## src/rtl/dpr_march_bist.sv

```systemverilog
// March-style self-test for a true dual-port RAM: write via A, check via B,
// write complement via B, check via A; reports error count and first failure.
module dpr_march_bist #(
    parameter int                   ADDR_SIZE = 8,
    parameter int                   DATA_SIZE = 8,
    parameter int                   RAM_SIZE  = 1 << ADDR_SIZE,
    parameter logic [DATA_SIZE-1:0] SEED      = DATA_SIZE'(8'hA5)
) (
    input  logic                 clk,
    input  logic                 rst,
    input  logic                 start,
    output logic                 busy,
    output logic                 done,
    output logic                 pass,
    output logic [ADDR_SIZE+1:0] err_count,
    output logic [ADDR_SIZE-1:0] first_err_addr,
    output logic                 first_err_port,
    output logic                 en_a,
    output logic                 we_a,
    output logic [ADDR_SIZE-1:0] addr_a,
    output logic [DATA_SIZE-1:0] din_a,
    input  logic [DATA_SIZE-1:0] dout_a,
    output logic                 en_b,
    output logic                 we_b,
    output logic [ADDR_SIZE-1:0] addr_b,
    output logic [DATA_SIZE-1:0] din_b,
    input  logic [DATA_SIZE-1:0] dout_b
);

    typedef enum logic [2:0] {
        S_IDLE,
        S_WR_A,
        S_RD_B,
        S_WR_B,
        S_RD_A,
        S_FLUSH,
        S_DONE
    } state_t;

    localparam logic [ADDR_SIZE-1:0] LAST_ADDR = ADDR_SIZE'(RAM_SIZE - 1);

    state_t                 state_q, state_d;
    logic [ADDR_SIZE-1:0]   cnt_q, cnt_d, cnt_next;
    logic                   last;

    logic                   start_go;
    logic                   rd_issue;
    logic                   rd_port;
    logic [DATA_SIZE-1:0]   rd_exp;

    logic                   chk_vld_q;
    logic                   chk_port_q;
    logic [DATA_SIZE-1:0]   chk_exp_q;
    logic [ADDR_SIZE-1:0]   chk_addr_q;
    logic [DATA_SIZE-1:0]   rd_data;
    logic                   mismatch;

    logic [ADDR_SIZE+1:0]   err_cnt_q;
    logic [ADDR_SIZE-1:0]   first_addr_q;
    logic                   first_port_q;

    function automatic logic [DATA_SIZE-1:0] pat(input logic [ADDR_SIZE-1:0] k);
        return DATA_SIZE'(k) ^ SEED;
    endfunction

    assign last     = (cnt_q == LAST_ADDR);
    assign cnt_next = last ? '0 : cnt_q + 1'b1;

    always_comb begin
        state_d  = state_q;
        cnt_d    = cnt_q;
        start_go = 1'b0;
        rd_issue = 1'b0;
        rd_port  = 1'b0;
        rd_exp   = '0;
        en_a     = 1'b0;
        we_a     = 1'b0;
        addr_a   = '0;
        din_a    = '0;
        en_b     = 1'b0;
        we_b     = 1'b0;
        addr_b   = '0;
        din_b    = '0;
        case (state_q)
            S_IDLE, S_DONE: begin
                if (start) begin
                    state_d  = S_WR_A;
                    cnt_d    = '0;
                    start_go = 1'b1;
                end
            end
            S_WR_A: begin
                en_a   = 1'b1;
                we_a   = 1'b1;
                addr_a = cnt_q;
                din_a  = pat(cnt_q);
                cnt_d  = cnt_next;
                if (last) state_d = S_RD_B;
            end
            S_RD_B: begin
                en_b     = 1'b1;
                addr_b   = cnt_q;
                rd_issue = 1'b1;
                rd_exp   = pat(cnt_q);
                cnt_d    = cnt_next;
                if (last) state_d = S_WR_B;
            end
            S_WR_B: begin
                en_b   = 1'b1;
                we_b   = 1'b1;
                addr_b = cnt_q;
                din_b  = ~pat(cnt_q);
                cnt_d  = cnt_next;
                if (last) state_d = S_RD_A;
            end
            S_RD_A: begin
                en_a     = 1'b1;
                addr_a   = cnt_q;
                rd_issue = 1'b1;
                rd_port  = 1'b1;
                rd_exp   = ~pat(cnt_q);
                cnt_d    = cnt_next;
                if (last) state_d = S_FLUSH;
            end
            S_FLUSH: state_d = S_DONE;
            default: state_d = S_IDLE;
        endcase
    end

    // Read data returns one cycle after the request, so compare against the staged expectation.
    assign rd_data  = chk_port_q ? dout_a : dout_b;
    assign mismatch = chk_vld_q && (rd_data != chk_exp_q);

    always_ff @(posedge clk) begin
        if (rst) begin
            state_q      <= S_IDLE;
            cnt_q        <= '0;
            chk_vld_q    <= 1'b0;
            chk_port_q   <= 1'b0;
            chk_exp_q    <= '0;
            chk_addr_q   <= '0;
            err_cnt_q    <= '0;
            first_addr_q <= '0;
            first_port_q <= 1'b0;
        end else begin
            state_q    <= state_d;
            cnt_q      <= cnt_d;
            chk_vld_q  <= rd_issue;
            chk_port_q <= rd_port;
            chk_exp_q  <= rd_exp;
            chk_addr_q <= cnt_q;
            if (start_go) begin
                err_cnt_q    <= '0;
                first_addr_q <= '0;
                first_port_q <= 1'b0;
            end else if (mismatch) begin
                if (err_cnt_q != '1) err_cnt_q <= err_cnt_q + 1'b1;
                // Saturation never returns to zero, so zero marks "no error recorded yet".
                if (err_cnt_q == '0) begin
                    first_addr_q <= chk_addr_q;
                    first_port_q <= chk_port_q;
                end
            end
        end
    end

    assign busy           = (state_q != S_IDLE) && (state_q != S_DONE);
    assign done           = (state_q == S_DONE);
    assign pass           = done && (err_cnt_q == '0);
    assign err_count      = err_cnt_q;
    assign first_err_addr = first_addr_q;
    assign first_err_port = first_port_q;

endmodule

```

## config.mk

```make
export PLATFORM = sky130hd
export DESIGN_NAME = dpr_march_bist
export DESIGN_NICKNAME = d
export VERILOG_FILES = /design/src/rtl/dpr_march_bist.sv
export SDC_FILE = /design/constraint.sdc
export NUM_CORES = 1
export LEC_CHECK = 0
export CAP_MARGIN = 20
export CORE_ASPECT_RATIO = 0.8
export CORE_UTILIZATION = 49
export CTS_BUF_LIST = sky130_fd_sc_hd__clkbuf_2
export CTS_CLUSTER_DIAMETER = 80
export DETAILED_ROUTE_END_ITERATION = 16
export GPL_TIMING_DRIVEN = 0
export PLACE_DENSITY = 0.83
export SLEW_MARGIN = 0
export SYNTH_ARGS = -nofsm -noshare
export SYNTH_HDL_FRONTEND = slang
export SYNTH_SLANG_ARGS = --single-unit
```

## constraint.sdc

```tcl
create_clock -name clk -period 2.65 [get_ports clk]
set_input_delay 0.265 -clock clk [delete_from_list [all_inputs] [get_ports clk]]
set_output_delay 0.265 -clock clk [all_outputs]
set_load 0.005 [all_outputs]
```

# Word level (Yosys, flattened, before mapping)
# Index checks and enable logic that the tools add are counted.
[word_totals]
regBits = 48
in_bits = 19
output_inout_bits = 58
wordCells = 68
[classes]
addsub = 2
eq_ne = 15
n_mux = 23
bitwise_logic = 2
reduce_logical = 17
[ops]
columns = ["operator", "n"]
rows = [
  ["$mux 8", 7],
  ["$pmux 8 s2", 2],
  ["$pmux 3 s6", 1],
  ["$mux 3", 5],
  ["$add 10x1->10 const B", 1],
  ["$logic_not 10->1", 1],
  ["$ne 10x10->1 const B", 1],
  ["$ne 2x2->1 const B", 5],
  ["$reduce_or 2->1", 5],
  ["$eq 3x3->1 const B", 3],
  ["$add 8x1->8 const B", 1],
  ["$eq 8x8->1 const B", 1],
  ["$mux 1", 8],
  ["$ne 8x8->1", 1],
  ["$not 8->8", 1],
  ["$eq 3x2->1 const B", 2],
  ["$reduce_and 2->1", 3],
  ["$reduce_and 5->1", 1],
  ["$not 4->4", 1],
  ["$reduce_or 4->1", 1],
  ["$eq 3x1->1 const B", 1],
  ["$logic_and 1x1->1", 3],
  ["$logic_not 3->1", 1],
  ["$ne 3x3->1 const B", 1],
  ["other kinds (2)", 2],
]

# Depth between registers and ports, before layout
# Gate-level depths: netlist of the first run.
[depth]
word_depth = 4
ltp_mapped = 9
mapped_depth_nobuf = 7

# Least setup slack after synthesis of the first run
# No wires, ideal clock.
[synth_timing]
path_kind = "reg-to-reg"
from = "register state_q[1]"
to = "register state_q[2]"
setup_time_ps = 71
arrival_ps = 2070
required_ps = 2579
path_slack_ps = 509
stages_incl_launch_ff = 10
path_buffers = 2
synth_period_minus_slack_ps = 2141
cell_sequence = "dfxtp_1 -> clkbuf_1 -> clkinv_1 -> clkbuf_1 -> ha_1 -> nand3b_1 -> a21oi_1 -> o32a_1 -> o21ai_0 -> a21oi_1"
[synth_via]
elab_chain_len = 4
word_cells_on_any_way = 15
classes_between = "eq/ne (11); mux (1); reduce/logical (3)"
[synth_lines]
columns = ["item", "line_no", "rtl"]
rows = [
  ["start, declared", "42", "state_t state_q, state_d;"],
  ["start signal, assigned", "146", "state_q <= state_d;"],
  ["$eq 3x3->1 or $logic_not 3->1 (tied branches)", "84", "case (state_q)"],
  ["$reduce_or 2->1", "84", ""],
  ["$ne 2x2->1 (no line)", "n/a", ""],
  ["$reduce_and 5->1 (no line)", "n/a", ""],
]
# Several ways; a longest one is shown, not always the timed one.
# A chain may end at the register's enable or synchronous reset.

# Final worst setup path of the first run
[layout_timing]
from = "register state_q[2]"
to = "output port addr_b[1]"
[layout_via]
elab_chain_len = 3
word_cells_on_any_way = 4
classes_between = "eq/ne (2); mux (1); reduce/logical (1)"
[layout_lines]
columns = ["item", "line_no", "rtl"]
rows = [
  ["$eq 3x2->1", "84", ""],
  ["$reduce_or 2->1 (no line) *", "n/a", ""],
  ["$mux 8 *", "84", ""],
  ["end, declared", "25", "output logic [ADDR_SIZE-1:0] addr_b,"],
]
# Every way passes the cells marked *; elsewhere a longest branch is shown, timed or not.

==> results of run 1 <==
[power groups by stage]
stage / sequential, uW / clock [uW] / combinational [uW]
floorplan: 744 / 0 / 67.2
finish: 734 / 512 / 130
global route: 735 / 547 / 141
global placement: 744 / 0 / 128
CTS: 733 / 518 / 129
detailed placement: 744 / 0 / 130
[cells in the final DEF (no fill, tap or decap), types with 3 or more instances in the layout]
cell type / netlist / layout
a211oi_1: 4 / 4
a21o_1: 4 / 4
a21oi_1: 22 / 21
and2_1: 17 / 17
and3_1: 16 / 16
buf_2: 3 / 3
clkbuf_1: 22 / 14
clkbuf_2: 0 / 7
clkdlybuf4s50_1: 0 / 75
dfxtp_1: 48 / 45
dfxtp_2: 0 / 3
ha_1: 5 / 4
inv_1: 10 / 10
mux2i_1: 18 / 18
nand2_1: 15 / 15
nand3_1: 10 / 10
nand4_1: 6 / 6
nor2_1: 49 / 49
nor2b_1: 14 / 14
nor3_1: 5 / 5
o21ai_0: 3 / 3
or3_1: 5 / 5
xnor2_1: 13 / 13
xor2_1: 4 / 4
[metal layers]
metal	GRT usage	wire length, um
met1	0.315	3020
met2	0.376	3030
met3	0.0685	477
met4	0.0826	96
met5	0	0
[area by class of cell]
type,count,area [sq um],area share
clock inverters,3,68.8,0.0194
plain buffers,23,115,0.0324
clock buffers,5,25.0,0.00704
inverters,11,42.5,0.0120
repair buffers,75,751,0.211
flip-flops and latches,48,965,0.271
well taps,62,77.6,0.0218
multi-input cells,239,1510,0.425
[sequential cells by signal, indices dropped and copies added, names as in the netlist]
signal,flops
chk_vld_q,1
state_q,3
cnt_q,8
err_count,10
chk_exp_q,8
first_err_port,1
chk_port_q,1
first_err_addr,8
chk_addr_q,8
[tightest hold or removal path: cells and delay by family]
| kind | cells | cell delay [ns] |
|---|---|---|
| buffers and inverters | 1 | 0.19 |
| AOI/OAI and AO/OA | 2 | 0.26 |
| and+or+nand+nor | 1 | 0.08 |
[cells by family after synthesis]
family | after synthesis
and+or+nand+nor | 149
adders and majority gates | 5
muxes | 18
AOI/OAI and AO/OA | 50
DFF | 48
xor gates and xnor gates | 17
buffers and inverters | 38
[metrics by stage]
stage / util / hold slack (ns)
3_3_place_gp: 0.681 / 0.446
4_1_cts: 0.702 / 0.357
2_1_floorplan: - / 0.337
6_report: 0.702 / 0.376
5_1_grt: 0.702 / 0.397
3_5_place_dp: 0.681 / 0.462
[worst max-delay path by stage]
stage                     startpoint    endpoint  depth (start not counted)
after floorplan           state_q[1]  state_q[2]                          9
after global placement    state_q[1]  state_q[0]                          7
after detailed placement  state_q[1]  state_q[0]                          7
after CTS                 state_q[1]    din_b[4]                          6
after global routing      state_q[0]    din_b[6]                          5
final                     state_q[2]   addr_b[1]                          5
[timing repair]
item / 4_1_cts / 5_1_grt
hold endpoints to repair: 0 / 0
gates resized for setup: 11 / 4
gates cloned: 0 / 0
hold buffers: 0 / 0
setup buffers: 0 / 0
endpoints found under the setup margin: 39 / 26
==> flow_summary.ini, run 1 <==
[critical_path]
end_kind = primary output
path_delay_family = buffers and inverters
crit_type = flop to primary output
path_buf_inv = 3
worst-path-max-fanout = 10
reg2reg_to = first_err_port
slowest_stage = clkdlybuf4s50_1
rr_worst_depth = 6
r2r_slack_ns = 0.41
arrival_ns = 2.23
startpoint_type = flop
cpPeakStageDelay_ns = 0.52
worstReg2RegStart = state_q[2]
critical_path_required_ns = 2.38
path_cells = inv_1 > clkbuf_2 > ha_2 > and2_1 > clkdlybuf4s50_1

[synthesis]
synth-compound-area-share = 0.125
yosysMostFrequentCell = nor2_1
synth-edff-count = 0
synthMuxAreaShare = 0.0688
synth_nets = 349
synth.distinct_cells = 46
synth_xor_area_frac = 0.0568
synth_top_area_frac = 0.367
synth_adder_area_share = 0.0239
synth_area_sq_mm = 0.00262
synth_top_family_by_area = simple AND/OR/NAND/NOR gates
ys_async_sr_fraction = 0
syn_avg_cell_area_sq_um = 8.06
synthTopCellsByCount = 49 x nor2_1, 48 x dfxtp_1, 22 x a21oi_1, 22 x clkbuf_1, 18 x mux2i_1
netlist_top_cells_area = dfxtp_1 37%, nor2_1 7.0%, mux2i_1 6.9%, xnor2_1 4.3%, a21oi_1 4.2%
ys_warn_count = 0
seq_area_frac_synth = 0.367
synthSimpleGateAreaFrac = 0.298
synth_seq_cells = 48
yosysTopAreaCell = dfxtp_1
syn_inst = 325
synthFlopType = dfxtp_1

[hold_path]
holdCritPathClass = input port to flop
hp-start = start
holdPathEnd = cnt_q[1]
hold_path_depth = 4

[drt]
drt-vias-per-instance = 5.44
wire_per_inst_um = 14.2
drtPass1Iterations = 5
num_vias = 2535
drcViolationCount = 0
drtIter0Drc = 160
wirelength_um = 6620
detail-route-antenna-nets = 0

[timing]
min_period_ns = 2.50
fmax_mhz = 400
grt_setup_unrepaired = no
drv_slew = 0
report.final.setup_viol = 0
hold_viol_final = 0
max-slew-margin-rel = 0.605
period_share = 0.942
tightest_slew_ns = 0.586
setup-tns-final_ns = 0
worst_slack_ns = 0.153
final.setup_skew_ns = 0.0250

[final_layout]
n_antenna_cell = 0
fill_cells = 415
instances_no_fill = 466
design_area_sq_mm = 0.00356
layout-drive-gt1-share = 0.0693
area_delta_synth_final_pct = 35.7
finalNetCount = 427

[power_and_ir_drop]
p_seq_frac = 0.534
p_comb_frac = 0.094
swShare = 0.235
p_clk_frac = 0.372
leakagePower_uw = 0.00132
p_sw_uw = 324
intPower_uw = 1050
p_per_area_mw_per_mm2 = 387
p_total_uw = 1370
vdd_drop_max_mv = 0.246

[floorplanning]
die_area_sq_mm = 0.00565
core.rowCount = 23
floorplan.initialDensity = 0.517
die_x_um = 83.8
core_sq_mm = 0.00506
ioPinCount = 77
die_h_um = 67.4

[place]
place.gp.congestion = 0.943
portBuffers = 75
dpl.hpwl_um = 4970
pre_cts_ws_ns = -0.0202
place_area_sq_mm = 0.00345
place_inst = 462

[status]
outcome = completed

[cts]
h-tree-depth = 2
numCtsBuffers = 5
clk_latency_ns = 0.46
clk_pin_slew_worst_paths_ns = 0.27
clockBufferDepth = 2
cts_num_sinks = 48
clock_tree.root_cell = clkbuf_2
cts_tree = yes

[grt]
antenna_found_initial = 0
globalRouteOverflowTotal = 0
track_usage = 0.238
grt_max_degree = 20
grt_pass1_wl_um = 10500
first_global_vias = 2215

[flow_run]
cap_violations = 0
Power figures use the tool's default switching activity.
==> run 2, diff against run 1 <==
Settings changed: GPL_TIMING_DRIVEN 0 to default.
==> flow_summary.ini, run 2 (synthesis gave the netlist of run 1 again) <==
[timing]
fmax_mhz = 400
report.final.setup_viol = 0
worst_slack_ns = 0.152
max-slew-margin-rel = 0.580
period_share = 0.943
min_period_ns = 2.50
tightest_slew_ns = 0.631
final.setup_skew_ns = 0.00995
setup-tns-final_ns = 0
drv_slew = 0
hold_viol_final = 0
grt_setup_unrepaired = no

[final_layout]
n_antenna_cell = 0
largest_reg_flops = 10
final_common_cell = clkdlybuf4s50_1
most-common-layout-cells = 76 x clkdlybuf4s50_1, 49 x nor2_1, 48 x dfxtp_1
finalNetCount = 418
instances_no_fill = 457
layout-drive-gt1-share = 0.0759
area_delta_synth_final_pct = 34.7
fin_util = 0.697

[cts]
numCtsBuffers = 5
h-tree-depth = 2
postCtsSetupBuffers = 0
cts_num_sinks = 48
cts_resized = 0
clk_latency_ns = 0.45
cts_tree = yes
clk_pin_slew_worst_paths_ns = 0.25
clockBufferDepth = 2
cts_hold_buf = 0
clock_tree.root_cell = clkbuf_2

[critical_path]
cpPeakStageDelay_ns = 0.54
slowest_stage = clkdlybuf4s50_1
path_cells = nor4_1 > nand4b_1 > nor3_1 > clkdlybuf4s50_1
startpoint_type = flop
critical_path_required_ns = 2.38
worst-path-max-fanout = 8
crit_type = flop to primary output
end_kind = primary output
r2r_slack_ns = 0.26
arrival_ns = 2.23

[floorplanning]
die_x_um = 83.8
core_sq_mm = 0.00506
ioPinCount = 77
die_area_sq_mm = 0.00565
floorplan.initialDensity = 0.517
core.rowCount = 23
die_h_um = 67.4

[grt]
track_usage = 0.236
grt_pass1_wl_um = 10500
globalRouteOverflowTotal = 0
first_global_vias = 2133
antenna_found_initial = 0
grt_max_degree = 27

[hold_path]
holdCritPathClass = flop to flop

[power_and_ir_drop]
p_clk_frac = 0.322
p_sw_uw = 318
p_seq_frac = 0.573
leakagePower_uw = 0.00131
swShare = 0.249
vdd_drop_max_mv = 0.238
intPower_uw = 960
p_comb_frac = 0.105
p_per_area_mw_per_mm2 = 362

[place]
place.gp.congestion = 0.888
pre_cts_ws_ns = 0.0923
dpl.hpwl_um = 4940
portBuffers = 76
place_inst = 449

[drt]
num_vias = 2443
detail-route-antenna-nets = 0
drt-vias-per-instance = 5.35
drtPass1Iterations = 4
drtIter0Drc = 178
wire_per_inst_um = 14.7
wirelength_um = 6710
drcViolationCount = 0

[flow_run]
cap_violations = 0

[status]
outcome = completed
-- run 2: per-stage QoR --
stage / cell area (sq um) / total power [uW] / hold slack (ns)
floorplan: 2620 / 811 / 0.337
global placement: 3440 / 874 / 0.446
detailed placement: 3440 / 878 / 0.458
CTS: 3510 / 1280 / 0.507
global route: 3530 / 1330 / 0.538
finish: 3530 / 1280 / 0.506
-- run 2: per-layer routing --
layer | share of wire | vias up | wire length, um | global-route usage
met4 | 0.020 | 0 | 136 | 0.0869
met2 | 0.48 | 49 | 3190 | 0.390
li1 | - | 1247 | - | -
met5 | 0 | - | 0 | 0
met3 | 0.040 | 14 | 267 | 0.0465
met1 | 0.46 | 1133 | 3110 | 0.310
-- run 2: path summary, 6_finish.rpt --
path                 start                end  cells after the start
max           err_count[6]               pass                      4
min          chk_addr_q[4]  first_err_addr[4]                      2
max reg2reg     chk_port_q       err_count[4]                      6
min reg2reg  chk_addr_q[4]  first_err_addr[4]                      2
-- run 2: power by group through the flow --
stage	combinational [uW]	clock, uW	sequential (uW)
after floorplan	67.2	0	744
after detailed placement	133	0	746
after global placement	129	0	745
final	134	412	732
after CTS	133	416	732
after global routing	147	452	734
-- run 2: worst max-delay path, delay by kind of cell (launching register included) --
kind          cells  cell delay [ns]
flops             1             0.44
buf+inv           1             0.54
simple gates      3             0.81
-- run 2: cell type report --
cell class	count	area, sq um
Timing Repair Buffer	89	858
Sequential cell	48	961
Clock buffer	5	25.0
Multi-Input combinational cell	239	1520
Tap cell	62	77.6
Clock inverter	3	46.3
Inverter	11	41.3
Fill cell	411	1540
==> run 3, diff against run 2 <==
Settings changed: RECOVER_POWER from default to 25.
Clock period 2.65 ns to 2.35 ns, I/O delays scaled along.
==> flow_summary.ini, run 3 (synthesis gave the netlist of run 1 again) <==
[drt]
wirelength_um = 6610
drtPass1Iterations = 4
drcViolationCount = 0
drt-vias-per-instance = 5.37
drtIter0Drc = 159
detail-route-antenna-nets = 0
num_vias = 2491
wire_per_inst_um = 14.3

[grt]
top_usage_layer = met2
grt_pass1_wl_um = 10500
grt_max_degree = 25
globalRouteOverflowTotal = 0
antenna_found_initial = 0
gr-usage-met3 = 0.0636
first_global_vias = 2180
track_usage = 0.237
grt_use_met2 = 0.401
use_met1 = 0.309

[timing]
report.final.setup_viol = 0
fmax_mhz = 453
max-slew-margin-rel = 0.585
period_share = 0.940
worst_slack_ns = 0.142
tightest_slew_ns = 0.620
hold_viol_final = 0
final.setup_skew_ns = 0.0136
min_period_ns = 2.21
drv_slew = 0
grt_setup_unrepaired = yes
whs_ns = 0.511

[cts]
cts_num_sinks = 48
clk_latency_ns = 0.44
cts_hold_buf = 0
clk_pin_slew_worst_paths_ns = 0.26
clock_tree.root_cell = clkbuf_2
clockBufferDepth = 2
numCtsBuffers = 5
h-tree-depth = 2
cts_tree = yes

[floorplanning]
die_h_um = 67.4
core_sq_mm = 0.00506
die_area_sq_mm = 0.00565
core.rowCount = 23
die_x_um = 83.8
floorplan.initialDensity = 0.517
ioPinCount = 77

[critical_path]
r2r_slack_ns = 0.17
end_kind = primary output
startpoint_type = flop
crit_type = flop to primary output
arrival_ns = 1.97
worstReg2RegStart = chk_port_q
critical_path_required_ns = 2.12
worst-path-max-fanout = 7
rr_worst_depth = 7
reg2reg_to = first_err_port

[final_layout]
n_antenna_cell = 0
area_delta_synth_final_pct = 38.4
most-common-layout-cells = 68 x clkdlybuf4s50_1, 49 x nor2_1, 44 x dfxtp_1
finalNetCount = 425
layout-drive-gt1-share = 0.0995
largest_reg_flops = 10
design_area_sq_mm = 0.00363
final_common_cell = clkdlybuf4s50_1

[place]
place_area_sq_mm = 0.00350
place.gp.congestion = 0.848
dpl.hpwl_um = 4890
pre_cts_ws_ns = -0.102
portBuffers = 76

[hold_path]
hold_path_depth = 2
hp-start = chk_addr_q[3]
holdPathEnd = first_err_addr[3]
holdCritPathClass = flop to flop

[status]
outcome = completed

[power_and_ir_drop]
leakagePower_uw = 0.00138
p_per_area_mw_per_mm2 = 399
vdd_drop_max_mv = 0.294

[flow_run]
cap_violations = 0
[run 3: per-stage QoR]
| stage | TNS [ns] | util | total power (uW) | instances |
|---|---|---|---|---|
| after global placement | 0 | 0.691 | 991 | 455 |
| after global routing | -0.0334 | 0.716 | 1500 | 464 |
| after detailed placement | -0.740 | 0.691 | 996 | 455 |
| final | 0 | 0.716 | 1450 | 464 |
| after CTS | 0 | 0.710 | 1450 | 464 |
| after floorplan | 0 | - | 915 | 325 |
[run 3: cell type report]
type                            count  area (sq um)
Sequential cell                    48           968
Clock buffer                        5          25.0
Inverter                           11          41.3
Clock inverter                      3          46.3
Fill cell                         398          1440
Timing Repair Buffer               96           923
Tap cell                           62          77.6
Multi-Input combinational cell    239          1540
[run 3: worst max-delay path, stage by stage, from the launching register on]
cell and delay [ns]:
dfxtp_2 0.41, nor4_2 0.28, nand4b_1 0.17, nor3_2 0.16, clkdlybuf4s50_1 0.52
[run 3: worst max-delay path by stage]
stage | start | to | cells after the start
final | err_count[5] | pass | 4
after global routing | err_count[6] | pass | 4
after CTS | state_q[1] | busy | 5
after detailed placement | dout_a[0] | first_err_addr[5] | 7
after global placement | dout_a[3] | first_err_addr[5] | 7
after floorplan | state_q[1] | state_q[2] | 9
[run 3: what timing repair did]
item | 4_1_cts | 5_1_grt
gates cloned | 0 | 0
gates resized for setup | 4 | 9
pin swaps | 1 | 0
endpoints found under the setup margin | 20 | 17
buffers inserted | 1 | 0
[run 3: metal layers]
metal  share of wire  wire length (um)
met1            0.47              3090
met2            0.48              3180
met3           0.042               281
met4           0.010                68
met5               0                 0
[run 3: where the power goes]
group / internal, uW / switching, uW
logic: 81.4 / 76.8
clock network: 183 / 281
registers: 821 / 3.32
